--- config.mk ---
export PLATFORM = sky130hd
export DESIGN_NAME = sample_packer_flat
export DESIGN_NICKNAME = d
export VERILOG_FILES = /design/src/rtl/sample_packer_if.sv /design/src/rtl/sample_packer.sv /design/src/flat_wrapper.sv
export SDC_FILE = /design/constraint.sdc
export NUM_CORES = 1
export LEC_CHECK = 0
export CAP_MARGIN = 15
export CORE_MARGIN = 1.5
export CORE_UTILIZATION = 58
export CTS_CLUSTER_DIAMETER = 60
export DETAILED_ROUTE_END_ITERATION = 10
export MAX_ROUTING_LAYER = met4
export PLACE_DENSITY = 0.93
export SLEW_MARGIN = 20
export SYNTH_ARGS = -nofsm -noshare
export SYNTH_HDL_FRONTEND = slang
export SYNTH_SLANG_ARGS = --single-unit
--- constraint.sdc ---
create_clock -name Clk -period 4 [get_ports Clk]
set_input_delay 1 -clock Clk [delete_from_list [all_inputs] [get_ports Clk]]
set_output_delay 1 -clock Clk [all_outputs]
set_load 0.005 [all_outputs]
--- src/rtl/sample_packer_if.sv ---
// sample_packer_if: sample stream in, packed word stream out
interface sample_packer_if;
  logic        In_valid;
  logic        In_ready;
  logic [9:0]  In_data;
  logic        In_last;
  logic        Out_valid;
  logic        Out_ready;
  logic [31:0] Out_data;
  modport master (
    output In_valid, In_data, In_last, Out_ready,
    input  In_ready, Out_valid, Out_data
  );
  modport slave (
    input  In_valid, In_data, In_last, Out_ready,
    output In_ready, Out_valid, Out_data
  );
endinterface

--- src/rtl/sample_packer.sv ---
// sample_packer: packs up to three 10-bit samples plus a count into a 32-bit word
module sample_packer #(
  parameter logic [7:0] FLUSH_TIMEOUT = 8'd16
) (
  input logic            Clk,
  input logic            Rst_n,
  sample_packer_if.slave bus
);
  typedef enum logic [1:0] {EMPTY, FILL, CLOSED} state_t;
  state_t      state;
  logic [1:0]  cnt;
  logic [29:0] slots;
  logic [7:0]  idle;
  logic        out_valid;
  logic [31:0] out_data;
  logic        accept;
  logic        load;
  logic        timeout;
  assign bus.In_ready  = Rst_n && state != CLOSED;
  assign bus.Out_valid = out_valid;
  assign bus.Out_data  = out_data;
  assign accept  = bus.In_valid && bus.In_ready;
  assign load    = state == CLOSED && (!out_valid || bus.Out_ready);
  assign timeout = state == FILL && FLUSH_TIMEOUT != 8'd0 && idle == FLUSH_TIMEOUT;
  // an accept outranks a timeout expiring in the same cycle
  always_ff @(posedge Clk or negedge Rst_n) begin
    if (!Rst_n) begin
      state     <= EMPTY;
      cnt       <= '0;
      slots     <= '0;
      idle      <= '0;
      out_valid <= 1'b0;
      out_data  <= '0;
    end else begin
      if (load) begin
        state <= EMPTY;
        cnt   <= '0;
        slots <= '0;
      end else if (accept) begin
        state <= (bus.In_last || cnt == 2'd2) ? CLOSED : FILL;
        cnt   <= cnt + 2'd1;
        if (cnt == 2'd0) slots[9:0]   <= bus.In_data;
        if (cnt == 2'd1) slots[19:10] <= bus.In_data;
        if (cnt == 2'd2) slots[29:20] <= bus.In_data;
      end else if (timeout) begin
        state <= CLOSED;
      end
      idle      <= (state != FILL || accept || timeout) ? 8'd0 : (idle == FLUSH_TIMEOUT ? idle : idle + 8'd1);
      out_valid <= load || (out_valid && !bus.Out_ready);
      if (load) out_data <= {slots, cnt};
    end
  end
endmodule

--- src/flat_wrapper.sv ---
// flat-port wrapper written by rule: the top's interface ports become plain ports
module sample_packer_flat 
#(
  parameter logic [7:0] FLUSH_TIMEOUT = 8'd16
)
  (Clk, Rst_n, bus_In_valid, bus_In_data, bus_In_last, bus_Out_ready, bus_In_ready, bus_Out_valid, bus_Out_data);
  sample_packer_if bus_i ();
  input logic Clk;
  input logic Rst_n;
  input wire logic [$bits(bus_i.In_valid)-1:0] bus_In_valid;
  input wire logic [$bits(bus_i.In_data)-1:0] bus_In_data;
  input wire logic [$bits(bus_i.In_last)-1:0] bus_In_last;
  input wire logic [$bits(bus_i.Out_ready)-1:0] bus_Out_ready;
  output wire logic [$bits(bus_i.In_ready)-1:0] bus_In_ready;
  output wire logic [$bits(bus_i.Out_valid)-1:0] bus_Out_valid;
  output wire logic [$bits(bus_i.Out_data)-1:0] bus_Out_data;
  assign bus_i.In_valid = bus_In_valid;
  assign bus_i.In_data = bus_In_data;
  assign bus_i.In_last = bus_In_last;
  assign bus_i.Out_ready = bus_Out_ready;
  assign bus_In_ready = bus_i.In_ready;
  assign bus_Out_valid = bus_i.Out_valid;
  assign bus_Out_data = bus_i.Out_data;
  sample_packer #(.FLUSH_TIMEOUT(FLUSH_TIMEOUT)) u_core (.Clk(Clk), .Rst_n(Rst_n), .bus(bus_i));
endmodule
Yosys cells after proc, flatten, opt, wreduce, memory -nomap -nowiden
Index checks and enable logic that the tools add are counted.
{"block": "classes", "n_reduce_logical": 21, "n_mux": 13, "eq_ne": 8, "add_sub_neg": 2}
{"cell": "$mux W30", "n": 2}
{"cell": "$mux W10", "n": 3}
{"cell": "$mux W8", "n": 2}
{"cell": "$mux W2", "n": 6}
{"cell": "$add A8 B1 Y8 const B", "n": 1}
{"cell": "$eq A8 B5 Y1 const B", "n": 1}
{"cell": "$reduce_bool A2 Y1", "n": 4}
{"cell": "$reduce_and A2 Y1", "n": 3}
{"cell": "$logic_and A1 B1 Y1", "n": 5}
{"cell": "$logic_or A1 B1 Y1", "n": 5}
{"cell": "$eq A2 B1 Y1 const B", "n": 2}
{"cell": "$eq A2 B2 Y1 const B", "n": 2}
{"cell": "$ne A2 B2 Y1 const B", "n": 2}
{"cell": "$reduce_bool A3 Y1", "n": 1}
{"cell": "$add A2 B1 Y2 const B", "n": 1}
{"cell": "$logic_not A1 Y1", "n": 2}
{"cell": "$logic_not A2 Y1", "n": 1}
{"cell": "$ne A2 B1 Y1 const B", "n": 1}
{"block": "word_totals", "reg_bits": 75, "out_inout_bits": 34, "input_bits": 15, "word_cells": 52}

Longest topological paths before layout
Gate-level depths: netlist of run 1.
{"block": "logic_depth", "depth_word": 6, "ltp_mapped": 7}

Worst setup path before layout of run 1
OpenSTA, ideal clock, no wires.
{"block": "synth_timing", "path_type": "input -> output", "start": "in Rst_n", "end": "out bus_In_ready", "t_required_ns": 3.000, "path_stages": 1, "path_buffers": 0, "arrival_time_ns": 1.125, "path_slack_ns": 1.875, "cell_sequence": "and2_1"}
{"block": "synth_via", "elab_chain_cells": 1}
{"item": "start: declaration", "line_no": "flat_wrapper.sv:9", "rtl": "input logic Rst_n;"}
{"item": "$logic_and A1 B1 Y1", "line_no": "sample_packer.sv:19", "rtl": "assign bus.In_ready = Rst_n && state != CLOSED;"}
{"item": "end: declaration", "line_no": "flat_wrapper.sv:14", "rtl": "output wire logic [$bits(bus_i.In_ready)-1:0] bus_In_ready;"}
Every way passes these cells.

Final worst setup path of run 1
Same ends and word-level chain as after synthesis.

==> reports/metrics.yaml, run 1 <==
run_status:
  status: "finished clean"
setup_path:
  worstPathMaxFanout: 31
  cp_data_arrival_time_ps: 2030
  worstSetupPathType: "input port to output port"
  critPathSlowestCell: "clkdlybuf4s50_1"
  crit_chain: "buf_4 > and2_1 > clkdlybuf4s50_1"
  cp_data_required_time_ps: 3000
  worst_setup_path_start_kind: "input port"
  timing.rr.start: "u_core.state[0]"
  cpPeakStageDelay_ps: 500
  cp-startpoint: "Rst_n"
  endpoint_kind: "output port"
floorplanning:
  die_w_um: 79.4
  pin_count: 49
  die_h_um: 79.4
  fp.coreArea_um2: 5570
  fp.dieArea_um2: 6300
  initial_core_util_pct: 60.7
  rows: 27
power_and_ir_drop:
  p_leak_nw: 1.74
  ir_worst_vdd_mv: 0.484
  p_total_w: 0.00283
  power_density_nw_per_um2: 694
global_routing:
  grt_start_max_net_pins: 50
  antenna_found_initial: 0
  grt_pass1_vias: 2408
  grt_usage_pct: 26.1
  grt_overflow_total: 0
  grt_pass1_wl_um: 12000
routing:
  post_drt_wl_per_cell_um: 18.0
  wl_um: 7220
  routed-via-count: 2493
  firstDrtPassIters: 4
  viasPerCell: 6.22
  ant_nets: 0
  drc: 0
  first_iter_violations: 415
clock_network:
  postCtsSetupBuffers: 0
  cts_buffer_depth: 2
  htreeDepth: 3
  cts_root_buf: "clkbuf_8"
  cts_sinks: 75
  ctsHoldBuffers: 0
  cts_resized: 0
  path_clk_slew_ps: 70
  clk_latency_ps: 350
  cts_tree: "yes"
  cts_buffers: 9
synth:
  netlist_instances: 285
  yosys.area.top_type: "dfrtp_1"
  ys_ff_latch: 75
  synth_common_cells: "dfrtp_1, a21oi_1, nand4_1, o31ai_1, mux2_2"
  yosys_warnings: 0
  ys_types: 31
  synth_area_leaders: "dfrtp_1, o31ai_1, mux2_4"
  syn_area_um2: 3380
  synth_top_family_by_area: "compound AO/OA/AOI/OAI gates"
  yosysMostFrequentCell: "dfrtp_1"
  synth_fp_nets: 305
  synth_ff_type: "dfrtp_1"
  synthArstFlopShare_pct: 100
  synth_compound_area_share_pct: 14.4
  yosys.area_share.simple_pct: 10.2
  syn_area_per_cell_um2: 11.9
  synth_edf_count: 0
  yosys.area_share.adder_pct: 1.85
  post-synth-top-area-fraction_pct: 55.5
  synth_xor_area_share_pct: 0.518
  synth.area.mux_share_pct: 12.2
  yosysSeqAreaShare_pct: 55.5
finish:
  stdcell_count: 401
  fin_util_pct: 73.1
  final_nets: 345
  diodes: 0
  syn2layout_area_growth_pct: 20.5
  drive_above_1_share_pct: 17.9
timing:
  hold_violations: 0
  grt_setup_unrepaired: "no"
  fin_crit_sh_pct: 75.7
  fin_setup_tns_ps: 0
  fmax_mhz: 330
  setup_viol: 0
  period_minus_slack_ps: 3030
  tightest_slew_ps: 1030
  final.setup.worst_slack_ps: 973
  final-max-slew-violation-count: 0
  slew_headroom_pct: 31.2
  clock_skew_ps: 9.60
flow_run:
  maxCapViolations: 0
placed_design:
  place_congestion: 0.877
  dp_hpwl_um: 4710
  placedCellCount: 386
  portBuffers: 48
  dpl_worst_slack_ps: 968
worst_hold_path:
  min_path_type: "register to register"
  hp-start: "u_core.bus.Out_data[8]"
-- report_power, final --
part	leakage [nW]	internal (W)	switching, W
logic	0.613	0.000529	0.000535
registers	1.02	0.000993	0.000150
clock network	0.106	0.000347	0.000272
total	1.74	0.00187	0.000957
-- per-stage QoR --
step	instance area, um2	hold slack, ps
2_1_floorplan	3380	473
3_3_place_gp	3870	491
3_5_place_dp	3870	495
4_1_cts	4080	515
5_1_grt	4080	526
6_report	4080	511
-- kinds of logic after synthesis --
| family | count (synthesis) |
|---|---|
| fa+ha+maj | 5 |
| mux | 32 |
| simple gates | 58 |
| flops | 75 |
| xor+xnor | 2 |
| compound gates | 78 |
| buf+inv | 35 |
-- sequential cells by signal, indices dropped and copies added, names as in the netlist --
name / count
u_core.bus.Out_data: 32
u_core.bus.Out_valid: 1
u_core.cnt: 2
u_core.idle: 8
u_core.slots: 30
u_core.state: 2
-- area by class of cell --
| type | instances | area (um2) |
|---|---|---|
| fill | 381 | 1500 |
| multi-input combinational | 175 | 1330 |
| clock buffer | 10 | 128 |
| inverter | 10 | 37.5 |
| timing repair buffer | 54 | 536 |
| tap | 72 | 90.1 |
| clock inverter | 5 | 78.8 |
| sequential | 75 | 1880 |
-- final timing paths --
| path | endpoint | cells after the start | slack [ps] |
|---|---|---|---|
| worst max-delay path | bus_In_ready | 3 | 970 |
| worst min-delay path | u_core.bus.Out_data[8] | 1 | 510 |
| worst max register to register | u_core.bus.Out_data[29] | 5 | 1700 |
| worst min register to register | u_core.bus.Out_data[8] | 1 | 510 |
| max in group asynchronous | u_core.idle[6] | 2 | 2490 |
| min in group asynchronous | u_core.slots[20] | 1 | 560 |
-- worst max-delay path, delay by kind of cell --
kind          cells  cell delay (ps)
buf+inv           2              820
simple gates      1              190
-- cell usage in the layout, fill, tap and decap left out, types with 3 or more instances in the layout --
master,netlist,layout
a21oi_1,37,37
buf_4,0,6
clkbuf_8,0,9
clkdlybuf4s50_1,0,47
clkinv_1,3,3
dfrtp_1,75,75
ha_1,5,5
inv_1,7,7
mux2_2,18,18
mux2_4,14,14
nand2_1,5,5
nand2b_1,3,3
nand3_1,5,5
nand4_1,31,31
nor2_1,4,4
o21ai_0,6,6
o31ai_1,30,30
-- layer usage --
metal	track usage, %	share of wire (%)	vias up
met3	4.37	6.7	12
met2	38.1	48	123
met4	12.1	1.8	0
met1	35.8	44	1215
li1	-	-	1143
met5	-	0	-
No activity file was read; power rests on OpenSTA's default activity.
==> run 2: changes to the inputs <==
--- a/config.mk
+++ b/config.mk
@@ -7,11 +7,11 @@
 export LEC_CHECK = 0
 export CAP_MARGIN = 15
 export CORE_MARGIN = 1.5
-export CORE_UTILIZATION = 58
+export CORE_UTILIZATION = 54
 export CTS_CLUSTER_DIAMETER = 60
 export DETAILED_ROUTE_END_ITERATION = 10
 export MAX_ROUTING_LAYER = met4
-export PLACE_DENSITY = 0.93
+export PLACE_DENSITY = 0.88
 export SLEW_MARGIN = 20
 export SYNTH_ARGS = -nofsm -noshare
 export SYNTH_HDL_FRONTEND = slang
==> constraint.sdc (replaced) <==
create_clock -name Clk -period 3 [get_ports Clk]
set_input_delay 0.75 -clock Clk [delete_from_list [all_inputs] [get_ports Clk]]
set_output_delay 0.75 -clock Clk [all_outputs]
set_load 0.005 [all_outputs]
==> reports/metrics.yaml, run 2 (synthesized netlist as in run 1, its figures left out) <==
routing:
  wl_um: 7430  # was 7220 um
  ant_nets: 0  # unchanged
  first_iter_violations: 372  # was 415
  firstDrtPassIters: 5  # was 4
  routed-via-count: 2572  # was 2493
  viasPerCell: 6.30  # was 6.22
  post_drt_wl_per_cell_um: 18.2  # was 18.0 um
  drc: 0  # unchanged
finish:
  diodes: 0  # unchanged
  most-common-layout-cells: "dfrtp_1, clkdlybuf4s50_1, a21oi_1"  # unchanged
  final_common_cell: "dfrtp_1"  # unchanged
  final_nets: 348  # was 345
  fin_util_pct: 68.8  # was 73.1%
  largest_reg_flops: 32  # unchanged
  multiInputGateArea_um2: 1330  # unchanged
  fillCellCount: 425  # was 381
  syn2layout_area_growth_pct: 21.9  # was 20.5%
  seq_area_um2: 1880  # unchanged
  drive_above_1_share_pct: 18.9  # was 17.9%
timing:
  tightest_slew_ps: 642  # was 1030 ps
  grt_setup_unrepaired: "no"  # unchanged
  slew_headroom_pct: 57.2  # was 31.2%
  setup_viol: 0  # unchanged
  fin_crit_sh_pct: 78.7
  fmax_mhz: 424
  final-max-slew-violation-count: 0  # unchanged
  hold_violations: 0  # unchanged
  period_minus_slack_ps: 2360
  clock_skew_ps: 7.52  # was 9.60 ps
  fin_setup_tns_ps: 0  # unchanged
floorplanning:
  fp.dieArea_um2: 6750  # was 6300 um2
  fp.coreArea_um2: 5990  # was 5570 um2
  rows: 28  # was 27
  die_w_um: 82.1  # was 79.4 um
  initial_core_util_pct: 56.5  # was 60.7%
  pin_count: 49  # unchanged
  die_h_um: 82.1  # was 79.4 um
power_and_ir_drop:
  p_total_w: 0.00385  # was 0.00283 W
  power_density_nw_per_um2: 935  # was 694 nW/um2
  p_leak_nw: 1.76  # was 1.74 nW
  ir_worst_vdd_mv: 0.709  # was 0.484 mV
clock_network:
  cts_sinks: 75  # unchanged
  clk_latency_ps: 350  # about the same
  ctsHoldBuffers: 0  # unchanged
  postCtsSetupBuffers: 0  # unchanged
  cts_buffer_depth: 2  # unchanged
  path_clk_slew_ps: 80  # was 70 ps
  cts_resized: 0  # unchanged
  cts_buffers: 9  # unchanged
  cts_root_buf: "clkbuf_8"  # unchanged
  htreeDepth: 3  # unchanged
  cts_tree: "yes"  # unchanged
placed_design:
  portBuffers: 48  # unchanged
  dp_hpwl_um: 4730  # was 4710 um
  place_congestion: 0.794  # was 0.877
global_routing:
  grt_start_max_net_pins: 52  # was 50
  grt_usage_pct: 25.0  # was 26.1%
  grt_overflow_total: 0  # unchanged
  antenna_found_initial: 0  # unchanged
  grt_pass1_wl_um: 12100  # was 12000 um
  grt_pass1_vias: 2372  # was 2408
setup_path:
  cp_data_arrival_time_ps: 1610  # was 2030 ps
  crit_chain: "nand2b_1 > and2_1 > clkdlybuf4s50_1"  # was buf_4 > and2_1 > clkdlybuf4s50_1
  cpPeakStageDelay_ps: 510  # was 500 ps
  critPathSlowestCell: "clkdlybuf4s50_1"  # unchanged
  worst_setup_path_start_kind: "register"  # was input port
  worstPathMaxFanout: 6  # was 31
  worstSetupPathType: "register to output port"  # was input port to output port
  endpoint_kind: "output port"  # unchanged
  cp_data_required_time_ps: 2250  # was 3000 ps
run_status:
  status: "finished clean"  # unchanged
worst_hold_path:
  min_path_type: "input port to async pin"  # was register to register
flow_run:
  maxCapViolations: 0  # unchanged
run 2: layout make-up:
type                    count  share of cell area (%)
inverters                  10                   0.910
clock buffers              12                    3.76
multi-input cells         175                    32.2
repair buffers             57                    13.5
well taps                  75                    2.28
flip-flops and latches     75                    45.5
clock inverters             4                    1.76
run 2: worst paths after layout:
kind	start	end	slack [ps]	cells after the start
max reg2reg	u_core.cnt[1]	u_core.slots[17]	1020	5
min	Rst_n	u_core.slots[5]	430	2
max in group asynchronous	Rst_n	u_core.bus.Out_data[5]	1610	3
max	u_core.state[0]	bus_In_ready	640	3
min in group Clk	u_core.slots[20]	u_core.bus.Out_data[22]	510	1
min reg2reg	u_core.slots[20]	u_core.bus.Out_data[22]	510	1
run 2: where the power goes:
part	internal, W	total [W]	switching, W
clock network	0.000513	0.000880	0.000367
registers	0.00132	0.00152	0.000199
logic	0.000714	0.00145	0.000737
total	0.00255	0.00385	0.00130
run 2: critical path, delay by kind of cell, from the launching register on:
| family | cells | cell delay [ps] |
|---|---|---|
| buf+inv | 1 | 510 |
| flops | 1 | 450 |
| simple gates | 2 | 310 |
run 2: layer usage:
metal  wire, um  track usage, %  share of wire (%)
met5          0               -                  0
met4        119            9.49                1.6
met3        448            5.38                6.0
met2       3480            35.7                 47
met1       3390            35.3                 46
run 2: stage by stage:
step	hold slack, ps	area (um2)	cells	setup WS [ps]
final	427	4120	408	639
after global routing	440	4120	408	573
after CTS	427	4120	408	630
after detailed placement	495	3890	392	583
after global placement	489	3890	392	646
after floorplan	454	3380	285	1180
